## config.mk

```make
export PLATFORM = sky130hd
export DESIGN_NAME = tone_synth
export DESIGN_NICKNAME = d
export VERILOG_FILES = /design/src/rtl/synth_pkg.sv /design/src/rtl/tone_envelope.sv /design/src/rtl/tone_synth.sv
export SDC_FILE = /design/constraint.sdc
export NUM_CORES = 1
export LEC_CHECK = 0
export CAP_MARGIN = 20
export CORE_ASPECT_RATIO = 1.5
export CORE_MARGIN = 4
export CORE_UTILIZATION = 54
export CTS_BUF_LIST = sky130_fd_sc_hd__clkbuf_4
export DETAILED_ROUTE_END_ITERATION = 8
export PLACE_DENSITY = 0.79
export SYNTH_ARGS = -nofsm -noshare
export SYNTH_HDL_FRONTEND = slang
export SYNTH_SLANG_ARGS = --single-unit
export TNS_END_PERCENT = 1
```

## constraint.sdc

```tcl
create_clock -name clk_i -period 2.74 [get_ports clk_i]
set_input_delay 0.822 -clock clk_i [delete_from_list [all_inputs] [get_ports clk_i]]
set_output_delay 0.822 -clock clk_i [all_outputs]
set_load 0.03 [all_outputs]
```

## src/rtl/synth_pkg.sv

```systemverilog
// Shared types and helpers for the tone synthesizer.
//   env_state_e : envelope FSM state (IDLE, ATTACK, SUSTAIN, RELEASE)
//   env_max()   : full-scale envelope level for a given level width
package synth_pkg;

    typedef enum logic [1:0] {
        IDLE    = 2'd0,
        ATTACK  = 2'd1,
        SUSTAIN = 2'd2,
        RELEASE = 2'd3
    } env_state_e;

    localparam int unsigned ENV_WIDTH_DEF = 8;

    // ENV_MAX = 2^w - 1
    function automatic int unsigned env_max(input int unsigned w);
        return (32'd1 << w) - 32'd1;
    endfunction

endpackage

```

## src/rtl/tone_envelope.sv

```systemverilog
// Linear attack/release envelope and phase-increment holder.
// Ports:
//   clk, rst_n : clock, asynchronous active-low reset
//   tick       : sample strobe; all updates happen only when high
//   fstep      : requested phase increment, 0 = silence
//   inc        : registered phase increment in use
//   state      : registered envelope state
//   state_nxt  : state after the current tick (equals state when no tick)
//   env_nxt    : envelope level after the current tick
module tone_envelope
    import synth_pkg::*;
#(
    parameter int unsigned env_width_p = ENV_WIDTH_DEF
) (
    input  logic                   clk,
    input  logic                   rst_n,
    input  logic                   tick,
    input  logic [31:0]            fstep,
    output logic [31:0]            inc,
    output env_state_e             state,
    output env_state_e             state_nxt,
    output logic [env_width_p-1:0] env_nxt
);

    localparam logic [env_width_p-1:0] ENV_MAX = env_width_p'(env_max(env_width_p));

    logic [env_width_p-1:0] env;
    logic [31:0]            inc_nxt;

    // Next values are exported so the top can build the sample from the
    // post-update envelope on the same tick edge.
    always_comb begin
        state_nxt = state;
        env_nxt   = env;
        inc_nxt   = inc;
        if (tick) begin
            case (state)
                IDLE: begin
                    env_nxt = '0;
                    if (fstep != '0) begin
                        inc_nxt   = fstep;
                        state_nxt = ATTACK;
                    end
                end
                ATTACK: begin
                    if (fstep == '0) begin
                        state_nxt = RELEASE;
                    end else begin
                        inc_nxt = fstep;
                        if (env >= ENV_MAX - 1'b1) begin
                            env_nxt   = ENV_MAX;
                            state_nxt = SUSTAIN;
                        end else begin
                            env_nxt = env + 1'b1;
                        end
                    end
                end
                SUSTAIN: begin
                    if (fstep == '0) begin
                        state_nxt = RELEASE;
                    end else begin
                        inc_nxt = fstep;
                    end
                end
                RELEASE: begin
                    if (fstep != '0) begin
                        // resume attack from the current level
                        inc_nxt   = fstep;
                        state_nxt = ATTACK;
                    end else if (env <= env_width_p'(1)) begin
                        env_nxt   = '0;
                        state_nxt = IDLE;
                    end else begin
                        env_nxt = env - 1'b1;
                    end
                end
                default: state_nxt = IDLE;
            endcase
        end
    end

    always_ff @(posedge clk or negedge rst_n) begin
        if (!rst_n) begin
            state <= IDLE;
            env   <= '0;
            inc   <= '0;
        end else begin
            state <= state_nxt;
            env   <= env_nxt;
            inc   <= inc_nxt;
        end
    end

endmodule

```

## src/rtl/tone_synth.sv

```systemverilog
// Square-wave tone synthesizer with attack/release envelope.
// Ports:
//   clk_i, reset_ni : clock, asynchronous active-low reset
//   fstep_i         : phase increment per sample, 0 = silence request
//   sample_o        : signed audio sample
//   valid_o         : sample_o holds an unconsumed sample
//   ready_i         : downstream accepts when valid_o & ready_i
//   busy_o          : envelope is not idle
//   overrun_o       : one-cycle pulse when a new sample was dropped
module tone_synth
    import synth_pkg::*;
#(
    parameter int unsigned sample_div_p = 520,
    parameter int unsigned width_p      = 24,
    parameter int unsigned env_width_p  = 8
) (
    input  logic                      clk_i,
    input  logic                      reset_ni,
    input  logic [31:0]               fstep_i,
    output logic signed [width_p-1:0] sample_o,
    output logic                      valid_o,
    input  logic                      ready_i,
    output logic                      busy_o,
    output logic                      overrun_o
);

    localparam int unsigned          DIV_W    = $clog2(sample_div_p);
    localparam logic [DIV_W-1:0]     DIV_LAST = DIV_W'(sample_div_p - 1);
    localparam int unsigned          SHIFT    = width_p - env_width_p - 2;

    logic [DIV_W-1:0]        div;
    logic                    tick;
    logic [31:0]             phase;
    logic [31:0]             phase_nxt;
    logic [31:0]             inc;
    env_state_e              state;
    env_state_e              state_nxt;
    logic [env_width_p-1:0]  env_nxt;
    logic [width_p-1:0]      mag;
    logic [width_p-1:0]      sample_nxt;

    assign tick = (div == DIV_LAST);

    always_ff @(posedge clk_i or negedge reset_ni) begin
        if (!reset_ni) begin
            div <= '0;
        end else if (tick) begin
            div <= '0;
        end else begin
            div <= div + DIV_W'(1);
        end
    end

    tone_envelope #(
        .env_width_p(env_width_p)
    ) u_envelope (
        .clk       (clk_i),
        .rst_n     (reset_ni),
        .tick      (tick),
        .fstep     (fstep_i),
        .inc       (inc),
        .state     (state),
        .state_nxt (state_nxt),
        .env_nxt   (env_nxt)
    );

    // Phase is pinned to 0 while idle and cleared on entry to idle;
    // otherwise it advances by the increment held before this tick.
    always_comb begin
        if (state == IDLE || state_nxt == IDLE) begin
            phase_nxt = '0;
        end else begin
            phase_nxt = phase + inc;
        end
    end

    always_ff @(posedge clk_i or negedge reset_ni) begin
        if (!reset_ni) begin
            phase <= '0;
        end else if (tick) begin
            phase <= phase_nxt;
        end
    end

    always_comb begin
        mag = width_p'(env_nxt) << SHIFT;
        if (state_nxt == IDLE) begin
            sample_nxt = '0;
        end else if (phase_nxt[31]) begin
            sample_nxt = -mag;
        end else begin
            sample_nxt = mag;
        end
    end

    // A stalled sample is kept and the fresh one dropped.
    always_ff @(posedge clk_i or negedge reset_ni) begin
        if (!reset_ni) begin
            sample_o  <= '0;
            valid_o   <= 1'b0;
            overrun_o <= 1'b0;
        end else begin
            overrun_o <= 1'b0;
            if (tick) begin
                if (valid_o && !ready_i) begin
                    overrun_o <= 1'b1;
                end else begin
                    sample_o <= sample_nxt;
                    valid_o  <= 1'b1;
                end
            end else if (valid_o && ready_i) begin
                valid_o <= 1'b0;
            end
        end
    end

    assign busy_o = (state != IDLE);

endmodule

```

* Yosys cells after proc, flatten, opt, wreduce, memory -nomap -nowiden
Index checks and enable logic that the tools add are counted.
** Cells by class
- Order comparisons :: 2
- Equal/unequal tests :: 7
- Reductions and logical operators :: 15
- Multiplexer cells :: 26
- $add $sub $neg :: 5
- Bitwise gates (word level) :: 1
** Operators with widths (number)
- 2-to-1 mux 32 bit :: 3
- one-hot mux 32 bit (2 select lines) :: 1
- 2-to-1 mux 24 bit :: 2
- 2-to-1 mux 8 bit :: 5
- adder 32 bit :: 1
- zero test 32 bit :: 1
- nonzero test 32 bit :: 1
- negation 22 -> 24 bit :: 1
- one-hot mux 8 bit (3 select lines) :: 1
- 2-to-1 mux 2 bit :: 7
- adder 10 x 1 -> 10 bit, second input constant :: 1
- == test 10 bit, second input constant :: 1
- 2-to-1 mux 10 bit :: 1
- adder 8 x 1 -> 8 bit, second input constant :: 1
- greater-or-equal comparator 8 bit, second input constant :: 1
- less-or-equal comparator 8 x 1 -> 1 bit, second input constant :: 1
- one-hot mux 2 bit (4 select lines) :: 1
- subtractor 8 x 1 -> 8 bit, second input constant :: 1
- 2-to-1 mux 1 bit :: 5
- == test 2 bit, second input constant :: 2
- zero test 2 bit :: 2
- inequality test 2 bit, second input constant :: 2
- AND reduction 2 bit :: 2
- nonzero test 2 bit :: 2
- 8 further kinds :: 10
** Storage, ports and cells
- Output and inout port bits :: 27
- Register bits :: 110
- Input bits :: 35
- Word-level logic and storage cells :: 64

* Logic depth before layout (Yosys ltp)
Gate-level depths: netlist (run 1).
- Depth in word-level cells :: 10
- Mapped depth :: 12
- Depth with buffers taken out :: 12

* By module
From an unflattened synthesis (run 1), not the netlist that was laid out.
** Unflattened totals
- Cell total of the unflattened synthesis :: 661
- Area, all modules :: 6337.3 um^2
** By module, submodules not included
- tone_synth :: area an instance 3945.0 um^2, cells each 456, sequential area each 1351.3 um^2, instances 1
- tone_envelope :: area an instance 2392.3 um^2, cells each 205, sequential area each 1051.0 um^2, instances 1

* Least setup slack after synthesis (run 1)
No wires, ideal clock.
- Path type :: input to register
- Start :: in fstep_i[18]
- End :: reg sample_o[20]
- Arrival :: 3.126 ns
- Buffers on the path :: 1
- Library setup time :: 0.092 ns
- Setup slack :: -0.478 ns
- Data required time :: 2.648 ns
- Stages on the path :: 11
- Cells stage by stage :: nor4_1 nand4_1 or2_2 clkbuf_1 a21o_1 a22oi_1 ha_1 nand3_1 or3_1 and3b_1 o31ai_2
** Between the ends
- Longest elaborated chain between the ends :: 9
- Elaborated cells on any way between the ends :: 18
- Classes of those cells :: add/sub (1); mux (13); reduce/logical (4)
** RTL lines
- start: declaration :: RTL line tone_synth.sv:19 : input logic [31:0] fstep_i,
- parallel branches: the longest is 8 deep, another holds negation 22 -> 24 bit
- 2-to-1 mux 24 bit (*) :: RTL line tone_synth.sv:87 : if (state_nxt == IDLE) begin
- end signal: assignment :: RTL line tone_synth.sv:108 : sample_o <= sample_nxt;
- end: declaration :: RTL line tone_synth.sv:20 : output logic signed [width_p-1:0] sample_o,
Mark *: on every way between the ends.
A chain may end at the register's enable or synchronous reset.

* Worst setup path in the final report (run 1)
- Start :: in fstep_i[6]
- End :: reg sample_o[20]
Same word-level chain as after synthesis.

==> results of run 1 <==
[layout make-up]
cell class / count / area (um2) / area share
inverter: 19 / 71.3 / 0.00848
multi-input combinational: 485 / 4030 / 0.479
tap: 147 / 184 / 0.0219
sequential: 96 / 2400 / 0.286
clock inverter: 7 / 71.3 / 0.00848
timing repair buffer: 195 / 1580 / 0.188
clock buffer: 9 / 67.6 / 0.00804
antenna: 1 / 2.50 / 0.000298
[timing repair]
item / 4_1_cts / 5_1_grt
pin swaps: 27 / 36
setup endpoints to repair: 78 / 38
buffers inserted: 1 / 7
gates resized for setup: 108 / 59
[routing by layer]
| layer | vias to the layer above | GRT usage |
|---|---|---|
| met1 | 2847 | 0.310 |
| met5 | - | 0 |
| met3 | 71 | 0.0353 |
| met4 | 0 | 0.157 |
| li1 | 2676 | - |
| met2 | 190 | 0.513 |
[worst max-delay path by stage]
stage,startpoint,end,slack [ps],cells past startpoint
final,fstep_i[6],sample_o[20]$_DFFE_PN0P_,-230,12
after global routing,div[8]$_DFF_PN0_,sample_o[19]$_DFFE_PN0P_,-350,10
after CTS,fstep_i[6],sample_o[20]$_DFFE_PN0P_,-280,12
after detailed placement,fstep_i[0],sample_o[21]$_DFFE_PN0P_,-1140,11
after global placement,fstep_i[17],sample_o[21]$_DFFE_PN0P_,-1150,13
after floorplan,fstep_i[9],sample_o[20]$_DFFE_PN0P_,-310,11
[worst max-delay path: cells and delay by family]
kind	cells	cell delay (ps)
simple gates	6	1430
compound gates	3	590
buf+inv	2	280
fa+ha+maj	1	220
[through the flow]
step,setup slack (ps),cells,instance area (um2),total power (W),hold slack (ps)
2_1_floorplan,-311,639,6390,0.00149,450
3_3_place_gp,-1150,934,7910,0.00158,464
3_5_place_dp,-1140,934,7910,0.00159,471
4_1_cts,-278,951,8140,0.00236,280
5_1_grt,-346,959,8410,0.00243,295
6_report,-233,959,8410,0.00235,294
[cell families after synthesis]
group | Yosys count | synth area share
buf+inv | 58 | 0.0462
simple gates | 166 | 0.141
mux | 34 | 0.0616
flops | 96 | 0.389
other cells | 1 | 0.000607
compound gates | 193 | 0.224
xor+xnor | 35 | 0.0496
fa+ha+maj | 43 | 0.0883
[cells in the mapped netlist, types with 3 or more instances]
library cell	number
sky130_fd_sc_hd__a211oi_1	6
sky130_fd_sc_hd__a21o_1	26
sky130_fd_sc_hd__a21oi_1	41
sky130_fd_sc_hd__a22o_1	16
sky130_fd_sc_hd__a311oi_1	4
sky130_fd_sc_hd__a31o_2	3
sky130_fd_sc_hd__a31oi_1	7
sky130_fd_sc_hd__a32o_1	3
sky130_fd_sc_hd__and2_1	4
sky130_fd_sc_hd__and3_1	11
sky130_fd_sc_hd__buf_1	4
sky130_fd_sc_hd__buf_2	3
sky130_fd_sc_hd__buf_4	15
sky130_fd_sc_hd__clkbuf_1	16
sky130_fd_sc_hd__dfrtp_1	96
sky130_fd_sc_hd__ha_1	42
sky130_fd_sc_hd__inv_1	19
sky130_fd_sc_hd__mux2_2	32
sky130_fd_sc_hd__nand2_1	47
sky130_fd_sc_hd__nand2b_1	3
sky130_fd_sc_hd__nand3_1	16
sky130_fd_sc_hd__nand4_1	11
sky130_fd_sc_hd__nor2_1	33
sky130_fd_sc_hd__nor3_1	5
sky130_fd_sc_hd__nor4_1	12
sky130_fd_sc_hd__o211ai_1	5
sky130_fd_sc_hd__o21a_1	4
sky130_fd_sc_hd__o21ai_0	27
sky130_fd_sc_hd__o21bai_1	8
sky130_fd_sc_hd__o31ai_1	15
sky130_fd_sc_hd__o41ai_1	4
sky130_fd_sc_hd__or3_1	6
sky130_fd_sc_hd__xnor2_1	23
sky130_fd_sc_hd__xor2_1	12
[flip-flops by register name, indices dropped and copies added, names as in the netlist]
name and count:
u_envelope.state 2, u_envelope.inc 32, u_envelope.env 8, sample_o 10
div 10, phase 32, valid_o 1, overrun_o 1
[where the power goes]
| group | total, W | internal (W) | switching (W) |
|---|---|---|---|
| registers | 0.00142 | 0.00142 | 0.000000000000130 |
| clock network | 0.000799 | 0.000279 | 0.000520 |
| logic | 0.000130 | 0.0000451 | 0.0000844 |
==> results.txt, run 1 <==
- Once routing completed, OpenROAD measured the worst setup slack at -233 ps.
- CORE AREA: 11100 um2
- Detailed routing placed a total of 676 um of wire on met3.
* Register-to-register setup slack: -200 ps
* Rows: 47
* TritonCTS clock tree: built
- Walking the worst path, the cells encountered are buf_8 -> nor4_4 -> nand4_1 -> buf_6 -> or2_4 -> a21o_4 -> a22oi_2 -> ha_2 -> nand3_2 -> or3_4 -> and3b_1 -> o31ai_2.
- Num Clock Sinks: 96
* Post-route antenna net violation count: 0
- CTS built an H-tree with a depth of 3.
- Metal1 wirelength: 6.66 mm
- Most frequent standard cell in the layout excluding fill and tap cells: sky130_fd_sc_hd__buf_4
* Clock transition time at the flip-flop clock pins of the worst setup and hold paths: 170 ps
- Setup violations remaining at the end of the flow were counted as 11.
- For the pin with the worst max-slew slack, the measured transition is 575 ps.
- Worst path max stage delay: 380 ps
* Pin count of the biggest net entering global routing: 52
- The synthesized design contains 96 register bits.
* Number of flops mapped to enable cells by yosys: 0
* Max Used Layer: met4
- Reg-to-reg startpoint: u_envelope.env[3]$_DFF_PN0_
* Port Buffers: 47
- The tool flagged a number of max-cap violations equal to 0.
- The worst setup path is captured at a flip-flop.
* Critical path required time: 3120 ps
* Power per standard cell area: 279 nW/um2
- During I/O placement, the number of pins put on the boundary was 62.
- Deepest clock path buffer count: 2
* Layout cells sized above 1: 0.365
- Final slew viol count: 0
- The first TritonRoute pass finished after 5 iterations.
* Root buffer selected by CTS: sky130_fd_sc_hd__clkbuf_4
- For this run the aggregate overflow at the end of global routing stands at 0.
- Worst min-delay path category: input port to async pin
- The worst setup path is launched from an input port.
- Arrival time at the worst endpoint: 3360 ps
- The share of synthesized area in the top cell type comes to 0.389.
- Clock insertion delay at the later pin of the skew report: 470 ps
- Synthesis produced a netlist whose cell count is 626.
- Final net count: 884
- The congestion estimate from routability-driven global placement came to 0.968.
- Dividing the detail-routed via count by the number of cells gives 6.03.
- DRC marker count from the first detailed-route iteration: 353
- Measured against its own limit, the worst slew margin works out to 0.617.
* Largest fanout of any net on the critical path: 7
- Once layout is complete, the utilization of the core stands at 0.756.
- The first global-routing pass estimated 29.5 mm of wire.
* Cell type of the slowest stage on the worst timing path: sky130_fd_sc_hd__or3_4
* Portion of the post-synthesis area used by sequential elements: 0.389
- Setup repair after global routing could not meet its margin everywhere.
* Logic depth of the worst register-to-register path: 10
- Commonest cells after routing, fill and taps aside: sky130_fd_sc_hd__buf_4 (141), sky130_fd_sc_hd__dfrtp_1 (96), sky130_fd_sc_hd__nand2_1 (47), sky130_fd_sc_hd__ha_1 (35), sky130_fd_sc_hd__a21oi_1 (34)
- Predominant post-synthesis flop cell: sky130_fd_sc_hd__dfrtp_1
- Ranked by total cell area, the synthesized netlist is headed by sky130_fd_sc_hd__dfrtp_1 (39%), sky130_fd_sc_hd__ha_1 (8.5%), sky130_fd_sc_hd__mux2_2 (5.8%).
- For the finished layout, the period the worst path requires is 2970 ps.
* Fin Clk Skew: 26.4 ps
* Most area-hungry cell type in the Yosys netlist: sky130_fd_sc_hd__dfrtp_1
* TNS Setup: -1340 ps
- All-layer global routing usage: 0.284
- Fill cells in the final layout number 727.
- In the final routed layout, each cell accounts on average for 19.1 um.
- In this run, CTS created clock tree buffers numbering 9.
- Leakage dissipation: 4.07 nW
- The number of different library cells used by synthesis comes to 70.
- The Yosys step of the flow raised 0 warnings.
- The die covers 13300 um2.
* Result of the run: finished, violations left
- After legalization and detailed placement, the total HPWL measured 13.8 mm.
- VDD sags by at most 0.264 mV.
* Number of vias after detailed routing: 5784
* Number of hold buffers added after cts: 0
- DR WL met2: 10.1 mm
- Vertical extent of the die: 139 um
- Max Clk Rate: 0.336 GHz
- Kind of critical path: input port to flip-flop
* Violations in the final reports: setup timing
* Via count of the first global-routing pass: 6175
- For this run, design rule violations remaining after detail routing come to 0.
- Synthesized area divided by synthesized cell count: 9.87 um2
- The endpoint identified for the worst register-to-register timing path is sample_o[20]$_DFFE_PN0P_.
- Of all flip-flops after synthesis, the portion carrying an async set or reset was 1.00.
* Syn-to-layout area delta: 36.0%
* Wirelength, routed: 18.3 mm
* Chip Width: 95.3 um
- Period Utilization, post-route: 1.08
- The initial antenna violation count was 1.
- Fin. Hold Viols: 0
* Initial cell density of the core: 0.556
- The cell area that synthesis handed to floorplanning was 6180 um2.
Power figures use the tool's default switching activity.
==> run 2: changes to the inputs <==
--- a/config.mk
+++ b/config.mk
@@ -5,7 +5,6 @@
 export SDC_FILE = /design/constraint.sdc
 export NUM_CORES = 1
 export LEC_CHECK = 0
-export CAP_MARGIN = 20
 export CORE_ASPECT_RATIO = 1.5
 export CORE_MARGIN = 4
 export CORE_UTILIZATION = 54
==> constraint.sdc (replaced) <==
create_clock -name clk_i -period 2.7 [get_ports clk_i]
set_input_delay 0.81 -clock clk_i [delete_from_list [all_inputs] [get_ports clk_i]]
set_output_delay 0.81 -clock clk_i [all_outputs]
set_load 0.03 [all_outputs]
==> run 2 against run 1 <==
The run still ends with setup timing left; final cell count up 0.63%; setup slack worse by 130 ps; clock power up 7.3%; sequential share of layout area about the same; combinational power about the same; hold slack worse by 24 ps; critical path depth unchanged; register-to-register slack worse by 60 ps; routed wire length down 0.80%; core utilization about the same; non-clock buffer count up 8; global-route usage down 0.28 points.
==> results.txt, run 2 (same netlist as run 1, synthesis figures left out) <==
- The critical path class was input port to flip-flop (unchanged).
- Final instance count without filler cells: 965 (was 959)
- The global-route total usage across every layer is 0.281 (was 0.284).
* Vertical extent of the die: 139 um (unchanged)
* Seq. cell area: 2400 um2 (unchanged)
- Sort of element at the start of the critical path: input port (unchanged)
- The cell chosen for the clock root is sky130_fd_sc_hd__clkbuf_4 (unchanged).
* Number of placed I/O pins: 62 (unchanged)
- The area enclosed by the die boundary came to 13300 um2 (unchanged).
* Number of fillers in the final layout: 744 (was 727)
- CORE AREA: 11100 um2 (unchanged)
- Largest registers ranked by flip-flop count: phase (32), u_envelope.inc (32) (unchanged).
- The setup TNS came to -5220 ps (was -1340 ps).
* Critical path required time: 3070 ps (was 3120 ps)
- Violations in the final reports: setup timing (unchanged).
- The power density over the cells came to 289 nW/um2 (was 279 nW/um2).
* Rows: 47 (unchanged)
- Global-route wire length before repair: 29.4 mm (was 29.5 mm)
- The detailed-route wire length on metal 1 was 6.70 mm (was 6.66 mm).
- The measured slew at the worst slew-check pin is 596 ps (was 575 ps).
- The die span in x came to 95.3 um (unchanged).
- Final cell utilization of the core: 0.756 (about the same)
- Met3 Routed Length: 758 um (was 676 um)
- Initial cell density of the core: 0.556 (unchanged)
- Worst slew margin: 0.603 (was 0.617)
- The cell type group with the largest total delay on the critical path is simple AND/OR/NAND/NOR gates (unchanged).
- Critical Path, Cell by Cell: buf_8 -> nor4_4 -> nand4_1 -> buf_6 -> or2_4 -> a21o_4 -> a22oi_2 -> ha_2 -> nand3_2 -> or3_4 -> and3b_1 -> o31ai_2 (unchanged)
- The cell leakage power was 4.12 nW (was 4.07 nW).
- Unrepaired setup endpoints after global routing: true (unchanged)
- Number of vias after detailed routing: 5777 (was 5784)
- The critical path's largest stage delay came to 380 ps (about the same).
- Fin Clk Skew: 25.9 ps (was 26.4 ps)
- The number of iterations in the first detailed-routing pass was 5 (unchanged).
- The final setup violation count is 32 (was 11).
- Most frequent standard cell in the layout excluding fill and tap cells: sky130_fd_sc_hd__buf_4 (unchanged)
- Max Clk Rate: 0.326 GHz
- Result of the run: finished, violations left (unchanged)
- Layout cells sized above 1: 0.350 (was 0.365)
- Critical Path Sink Type: flip-flop (unchanged)
* Number of vias per cell: 5.99 (was 6.03)
* Maximum VDD drop: 0.233 mV (was 0.264 mV)
* Deepest clock path buffer count: 2 (unchanged)
- Number of hold buffers added after cts: 0 (unchanged)
- The count of unresolved DRC violations after routing came to 0 (unchanged).
- DR WL met2: 9.85 mm (was 10.1 mm)
- The HPWL after detailed placement is 13.6 mm (was 13.8 mm).
- Pin count of the biggest net entering global routing: 52 (unchanged)
- Worst hold slack: 270 ps (was 294 ps)
* Clock transition time at the flip-flop clock pins of the worst setup and hold paths: 160 ps (was 170 ps)
* Area of combinational cells with multiple inputs: 3930 um2 (was 4030 um2)
* Via count of the first global-routing pass: 6119 (was 6175)
- CTS HTree Levels: 3 (unchanged)
- The max-cap check violation count is 0 (unchanged).
- The worst path buffer plus inverter count is 2 (unchanged).
* Inserted Diodes: 0 (was 1)
- The cell total after placement is 942 (was 934).
* Num Clock Sinks: 96 (unchanged)
- The final hold violation count came to 0 (unchanged).
- The routability congestion estimate is 0.953 (was 0.968).
- After layout, the minimum clock period comes to 3060 ps.
- Total overflow reported by the global router: 0 (unchanged)
- The number of buffers created by CTS was 9 (unchanged).
* Final net count: 892 (was 884)
* Port Buffers: 47 (unchanged)
- The max-slew violation count is 0 (unchanged).
- TritonCTS clock tree: built (unchanged)
- The total power after layout came to 0.00243 W (was 0.00235 W).
- Commonest cells after routing, fill and taps aside: sky130_fd_sc_hd__buf_4 (150), sky130_fd_sc_hd__dfrtp_1 (96), sky130_fd_sc_hd__nand2_1 (46), sky130_fd_sc_hd__ha_1 (38), sky130_fd_sc_hd__a21oi_1 (37) (was sky130_fd_sc_hd__buf_4 (141), sky130_fd_sc_hd__dfrtp_1 (96), sky130_fd_sc_hd__nand2_1 (47), sky130_fd_sc_hd__ha_1 (35), sky130_fd_sc_hd__a21oi_1 (34)).
- Cell type of the slowest stage on the worst timing path: sky130_fd_sc_hd__nor4_4 (was sky130_fd_sc_hd__or3_4)
- DRC marker count from the first detailed-route iteration: 351 (was 353)
- The final critical-path setup slack came to -364 ps (was -233 ps).
* Post-route antenna net violation count: 0 (unchanged)
* Number of antenna violations at the first check in global routing: 0 (was 1)
- Worst min-delay path category: input port to async pin (unchanged)
* Largest fanout of any net on the critical path: 7 (unchanged)
- The data arrival time at the worst-slack endpoint is 3440 ps (was 3360 ps).
* Drt wl/cell: 18.8 um (was 19.1 um)
- Syn-to-layout area delta: 36.0% (about the same)
- Max Used Layer: met4 (unchanged)
- The routed wire length is 18.1 mm (was 18.3 mm).
- Dividing the final minimum period by the clock period gives 1.13.
- Clock insertion delay at the later pin of the skew report: 460 ps (was 470 ps)
run 2: repair_timing:
| action | CTS | global route |
|---|---|---|
| resized for setup | 104 | 36 |
| pin swaps | 25 | 15 |
| setup endpoints to repair | 81 | 42 |
| setup buffers | 2 | 6 |
run 2: per-stage QoR:
| stage | area [um2] | worst slack (ps) |
|---|---|---|
| floorplan | 6390 | -339 |
| global placement | 7980 | -1160 |
| detailed placement | 7980 | -1280 |
| CTS | 8230 | -411 |
| global route | 8400 | -397 |
| finish | 8400 | -364 |
run 2: per-layer routing:
layer	vias up	track usage
met5	-	0
met4	0	0.125
met3	68	0.0385
met2	200	0.513
met1	2821	0.313
li1	2688	-
run 2: where the power goes:
group          leakage, nW  internal, W  total (W)        switching, W
Combinational         2.83    0.0000476   0.000132           0.0000847
Sequential            1.21      0.00144    0.00144  0.0000000000000916
Clock               0.0810     0.000368   0.000857            0.000489
Total                 4.12      0.00185    0.00243            0.000574
run 2: layout make-up:
type                       instances  share of cell area
inverter                          19             0.00849
tap                              147              0.0219
clock buffer                       9             0.00804
sequential                        96               0.286
clock inverter                     6              0.0101
multi-input combinational        485               0.468
timing repair buffer             203               0.197
run 2: path summary, 6_finish.rpt:
kind,start,to,slack (ps),depth (start not counted)
hold / removal,reset_ni,div[9]$_DFF_PN0_,270,1
setup reg to reg,u_envelope.env[4]$_DFF_PN0_,sample_o[21]$_DFFE_PN0P_,-260,10
max in group asynchronous,reset_ni,u_envelope.inc[23]$_DFFE_PN0P_,1800,2
hold reg to reg,sample_o[17]$_DFFE_PN0P_,sample_o[17]$_DFFE_PN0P_,500,2
setup / recovery,fstep_i[6],sample_o[20]$_DFFE_PN0P_,-360,12
min in group clk_i,sample_o[17]$_DFFE_PN0P_,sample_o[17]$_DFFE_PN0P_,500,2
run 2: worst reg2reg max path, stage by stage, from the launching register on:
cell	delay [ps]
sky130_fd_sc_hd__dfrtp_1	400
sky130_fd_sc_hd__or3_4	420
sky130_fd_sc_hd__o41ai_2	550
sky130_fd_sc_hd__buf_4	240
sky130_fd_sc_hd__a21oi_1	70
sky130_fd_sc_hd__o31ai_4	270
sky130_fd_sc_hd__o41ai_4	140
sky130_fd_sc_hd__buf_4	160
sky130_fd_sc_hd__nor2_2	220
sky130_fd_sc_hd__a2111oi_2	110
sky130_fd_sc_hd__a211o_1	290
